<file path="config.mk">
export PLATFORM = sky130hd
export DESIGN_NAME = mux_stage_nx1
export DESIGN_NICKNAME = d
export VERILOG_FILES = /design/src/rtl/mux_stage_nx1.sv
export SDC_FILE = /design/constraint.sdc
export NUM_CORES = 1
export LEC_CHECK = 0
export CORE_UTILIZATION = 35
export CTS_CLUSTER_DIAMETER = 150
export DETAILED_ROUTE_END_ITERATION = 7
export PLACE_DENSITY = 0.76
export SYNTH_ARGS = -nofsm -noshare
export SYNTH_HDL_FRONTEND = slang
export SYNTH_SLANG_ARGS = --single-unit
</file>
<file path="constraint.sdc">
create_clock -name clk -period 1.4 [get_ports clk]
set_input_delay 0.28 -clock clk [delete_from_list [all_inputs] [get_ports clk]]
set_output_delay 0.28 -clock clk [all_outputs]
set_load 0.02 [all_outputs]
</file>
<file path="src/rtl/mux_stage_nx1.sv">
// mux_stage_nx1: N-way select into a registered 2-entry skid buffer with valid/ready handshake
module mux_stage_nx1 #(
  parameter int WIDTH = 32,
  parameter int CHANNELS = 5,
  parameter int SEL_W = 3
) (
  input  logic                      clk,
  input  logic                      rst,
  input  logic [CHANNELS*WIDTH-1:0] in_data,
  input  logic [SEL_W-1:0]          in_sel,
  input  logic                      in_valid,
  output logic                      in_ready,
  output logic [WIDTH-1:0]          out_data,
  output logic [SEL_W-1:0]          out_sel,
  output logic                      out_clamped,
  output logic                      out_valid,
  input  logic                      out_ready,
  input  logic                      flush
);
  localparam int BW = WIDTH + SEL_W + 1;
  typedef enum logic [1:0] {EMPTY, ONE, FULL} state_t;
  state_t state;
  logic [WIDTH-1:0] ch [CHANNELS];
  logic [BW-1:0] main_q, skid_q, beat;
  logic [SEL_W-1:0] idx;
  logic clamped, accept;
  for (genvar k = 0; k < CHANNELS; k++) begin : g_ch
    assign ch[k] = in_data[k*WIDTH +: WIDTH];
  end
  always_comb begin
    idx = (in_sel >= SEL_W'(CHANNELS - 1)) ? SEL_W'(CHANNELS - 1) : in_sel;
    clamped = {1'b0, in_sel} >= (SEL_W + 1)'(CHANNELS);
    beat = {clamped, idx, ch[idx]};
  end
  assign in_ready = state != FULL;
  assign out_valid = state != EMPTY;
  assign accept = in_valid && in_ready;
  assign {out_clamped, out_sel, out_data} = main_q;
  // main always holds the oldest beat; skid only fills when main is stalled
  always_ff @(posedge clk) begin
    if (rst) begin
      state <= EMPTY;
      main_q <= '0;
      skid_q <= '0;
    end else if (flush) begin
      state <= EMPTY;
    end else begin
      case (state)
        EMPTY: if (accept) begin
          main_q <= beat;
          state <= ONE;
        end
        ONE: if (accept && out_ready) main_q <= beat;
        else if (accept) begin
          skid_q <= beat;
          state <= FULL;
        end else if (out_ready) state <= EMPTY;
        FULL: if (out_ready) begin
          main_q <= skid_q;
          state <= ONE;
        end
        default: state <= EMPTY;
      endcase
    end
  end
endmodule

</file>
### Yosys cells after proc, flatten, opt, wreduce, memory -nomap -nowiden

Index checks and enable logic that the tools add are counted.
Widths: inputs -> output; s select.

* register bits: 74
* output and inout bits: 38
* bits in writable memories: 0
* latch bits: 0
* ROM bits: 0
* logic and storage cells: 40
* memories: 0

* $mul: 0
* add/subtract/negate cells: 0
* reductions and logical operators: 9
* bitwise gates (word level): 3
* equal/unequal tests: 8
* magnitude comparators: 3
* muxes and demuxes: 14
* div/mod/pow operators: 0
* shift operators: 0

Operators with widths (count)
* $mux 36: 3
* $pmux 36 s3: 1
* $bmux 32 s3: 1
* $mux 32: 2
* $mux 2: 5
* $ne 2x2->1 const B: 5
* $reduce_and 4->1: 2
* $ge 3x3->1 const B: 2
* $pmux 2 s3: 1
* $reduce_and 5->1: 1
* $ge 4x4->1 const B: 1
* $not 3->4: 1
* $mux 3: 1
* $ne 3x3->1 const B: 1
* $reduce_bool 3->1: 1
* $eq 2x1->1 const B: 1
* $eq 2x2->1 const B: 1
* $logic_and 1x1->1: 2
* $logic_not 2->1: 1
* $not 1->1: 2
* $reduce_bool 2->1: 1
* $reduce_or 2->1: 1

### Longest topological paths before layout

* word-level depth: 8
* mapped depth: 7
* depth with buffers taken out: 4

### Least setup slack after synthesis

OpenSTA, ideal clock, no wires.

* path type: register to register
* start: reg state[1]
* end: reg main_q[22]
* clock period less this slack: 1.439 ns
* required time: 1.318 ns
* stages on the path, launching flop included: 6
* path slack: -0.039 ns
* setup time: 0.082 ns
* arrival time: 1.357 ns
* cells stage by stage: dfxtp_1 > nand2b_4 > or4_4 > buf_6 > buf_4 > o221ai_1

* longest elaborated chain between the ends: 5

RTL lines
* from (decl): RTL line 22 `state_t state;`
* from (signal assigned): RTL line 42 `state <= EMPTY;`
* from (signal assigned): RTL line 46 `state <= EMPTY;`
* from (signal assigned): RTL line 51 `state <= ONE;`
* $ne 2x2->1: RTL line 35 `assign in_ready = state != FULL;`
* $logic_and 1x1->1: RTL line 37 `assign accept = in_valid && in_ready;`
* $logic_and 1x1->1: RTL line 53 `ONE: if (accept && out_ready) main_q <= beat;`
* $ne 2x2->1 (no source line)
* $reduce_and 5->1 (no source line)
* to (signal assigned): RTL line 50 `main_q <= beat;`
* to (signal assigned): RTL line 53
* to (signal assigned): RTL line 59 `main_q <= skid_q;`
* to (decl): RTL line 24 `logic [BW-1:0] main_q, skid_q, beat;`

Parallel ways exist; a longest one is shown, timed or not.
A chain may end at the register's enable or synchronous reset.

### Worst setup path after layout

* start: reg state[1]
* end: reg main_q[12]

The elaborated chain is that of the path after synthesis.

==> out/results.ini <==
[status]
status=complete, but fails checks
violations=negative setup slack

[grt]
grt_pass1_vias=5157
antenna_found_initial=0
track_usage_pct=26.46
grt_overflow=0
grt_pass1_wl_um=26360
grt_max_degree=37

[detailed_routing]
drc=0
routed_via_density=5.648
wl_per_cell_um=20.01
antenna_left=0
drt_iter0_drc=275
vias=5044
wl_um=17870
dr.pass1.iters=5

[yosys]
synth-async-reset-ratio_pct=0
avgSynthCellArea_um2=8.346
yosysUniqueCellTypes=32
yosysWarnings=0
synth_edf_count=0
synth-seq-area-share_pct=34.60
ys_ff_latch=74
netlist_area_um2=4282
synthFlopType=dfxtp_1
synthCells=513
syn_nets=681

[timing]
setup_viol=71
fin_crit_sh_pct=117.4
slew_violations=0
max_freq_mhz=608.6
max-slew-margin-rel_pct=62.33
worst_slack_ns=-0.2432
grt_setup_unrepaired=yes
min_period_ns=1.643
worst_slew_pin_slew_ns=0.5592
hold_violations=0
clock_skew_ns=0.004926

[worst_setup_path]
cp-start-kind=flip-flop
r2r_end=main_q[12]
cp_slowest_stage_delay_ns=0.57
crit_buf_inv=2
path_max_fanout=8
critPathCaptureType=flip-flop
arrival_ns=1.90
cp.required_ns=1.65
crit_slowest_cell=or4_4
cp_top_family=simple AND/OR/NAND/NOR gates
r2r_slack_ns=-0.24
path_cells=nand2b_4 > or4_4 > buf_12 > buf_16 > o221ai_2
r2r_cells=5
path_class=flip-flop to flip-flop
regToRegStartpoint=state[1]

[clock_network]
clock_sinks=74
cts_root_buf=clkbuf_16
cts_buffers=9
cts_tree=yes
clk_latency_ns=0.33
cts_buffer_depth=2
cts.clk_slew.worst_paths_ns=0.06
cts.htree.levels=3

[placement]
port_buffers=205
dpl_cell_area_um2=6759
place.gp.congestion=0.7848
dp.cells=845
hpwl_um=10950

[hold_path]
min-delay-start=flush
min-delay-path-class=input pin to flip-flop
min_to=state[0]
min_path_cells=2

[die]
die_h_um=112.6
num_rows=40
coreArea_um2=11960
die_w_um=112.6
start_util_pct=35.79
fp.dieArea_um2=12680
io_pins=206

[finish]
layout_commonest_cell=clkdlybuf4s50_1
final_area_um2=7966
layout-drive-gt1-share_pct=21.58
synthToLayoutAreaGrowth_pct=86.06
stdcell_count=893
fin_nets=909
layout_common_cells=160 x clkdlybuf4s50_1, 72 x dfxtp_1, 68 x mux2i_1, 53 x nand2_1
final_core_util_pct=66.60
n_antenna_cell=0

[pwr]
ir_drop_uv=674.6
power.density_nw_per_um2=810.0
leakage_uw=0.003139
power_uw=6453

[run]
cap_violations=0

## Yosys cell counts, types with 4 or more instances
cell type | number | area, um2
dfxtp_1 | 74 | 1481
mux2i_1 | 68 | 680.7
o21ai_0 | 57 | 285.3
nand2_1 | 56 | 210.2
nor2b_1 | 35 | 219.0
o221ai_1 | 32 | 280.3
clkbuf_1 | 29 | 108.9
a211oi_1 | 28 | 210.2
nor2_1 | 28 | 105.1
a22oi_1 | 27 | 202.7
buf_2 | 15 | 75.07
a21oi_1 | 14 | 70.07
buf_6 | 7 | 78.83
o21ai_1 | 7 | 35.03
nand3_1 | 6 | 30.03
a2bb2oi_1 | 5 | 43.79
inv_1 | 4 | 15.01
or3_1 | 4 | 25.02
## area by class of cell
cell class | count | area, um2
fill | 924 | 3995
timing repair buffer | 271 | 3054
multi-input combinational | 381 | 2905
sequential | 74 | 1484
clock buffer | 9 | 225.2
tap | 147 | 183.9
clock inverter | 7 | 98.84
inverter | 4 | 15.01
## how the worst max path moves through the flow
stage,startpoint,endpoint,slack (ns),depth (start not counted)
after global placement,in_valid,main_q[28],-0.54,6
final,state[1],main_q[12],-0.24,5
after CTS,state[1],main_q[0],-0.18,4
after global routing,state[1],main_q[12],-0.27,5
after floorplan,state[1],main_q[10],-0.03,5
after detailed placement,in_valid,main_q[16],-0.57,6
## cell families (layout without fill, tap and decap cells)
group,Yosys count,count (layout),share of synthesized area [%]
AND/OR/NAND/NOR,141,141,15.87
flip-flops,74,74,34.60
buffers and inverters,58,291,6.925
AO/OA/AOI/OAI,172,172,26.71
multiplexers,68,68,15.90
## registers in the layout, summed over array words and instances, names as in the netlist
| signal | cells |
|---|---|
| main_q | 36 |
| skid_q | 36 |
| state | 2 |
## worst register-to-register path: cells and delay by family (launching register included)
| kind | cells | cell delay (ns) |
|---|---|---|
| flip-flops | 1 | 0.33 |
| buffers and inverters | 2 | 0.33 |
| AND/OR/NAND/NOR | 2 | 0.72 |
| AO/OA/AOI/OAI | 1 | 0.18 |
## stage by stage
step	hold slack, ns	setup slack [ns]	setup TNS (ns)
final	0.2693	-0.2432	-8.079
after detailed placement	0.4481	-0.5740	-36.85
after CTS	0.2643	-0.1836	-4.892
after global placement	0.4419	-0.5395	-33.50
after floorplan	0.3640	-0.02581	-0.4243
after global routing	0.2898	-0.2674	-11.49
## per-layer routing
| metal | share of wire, % | global-route usage [%] | up-vias |
|---|---|---|---|
| met3 | 7.8 | 5.616 | 52 |
| met5 | 0 | 0 | - |
| met1 | 40 | 30.57 | 2389 |
| met4 | 2.7 | 9.422 | 0 |
| met2 | 50 | 47.94 | 259 |
| li1 | - | - | 2344 |
## what timing repair did
item                                    CTS  global route
resized for setup                        92            64
endpoints found under the setup margin  110            73
hold buffers                              0             0
cloned                                   13             4
setup buffers                            11             6
pin swaps                                29            21
## power by group
group	leakage, uW	switching, uW	internal (uW)
sequential	0.000602	45.7	2190
combinational	0.00238	740	921
clock	0.000157	982	1580
total	0.00314	1770	4690
(Power assumes the default switching activity.)
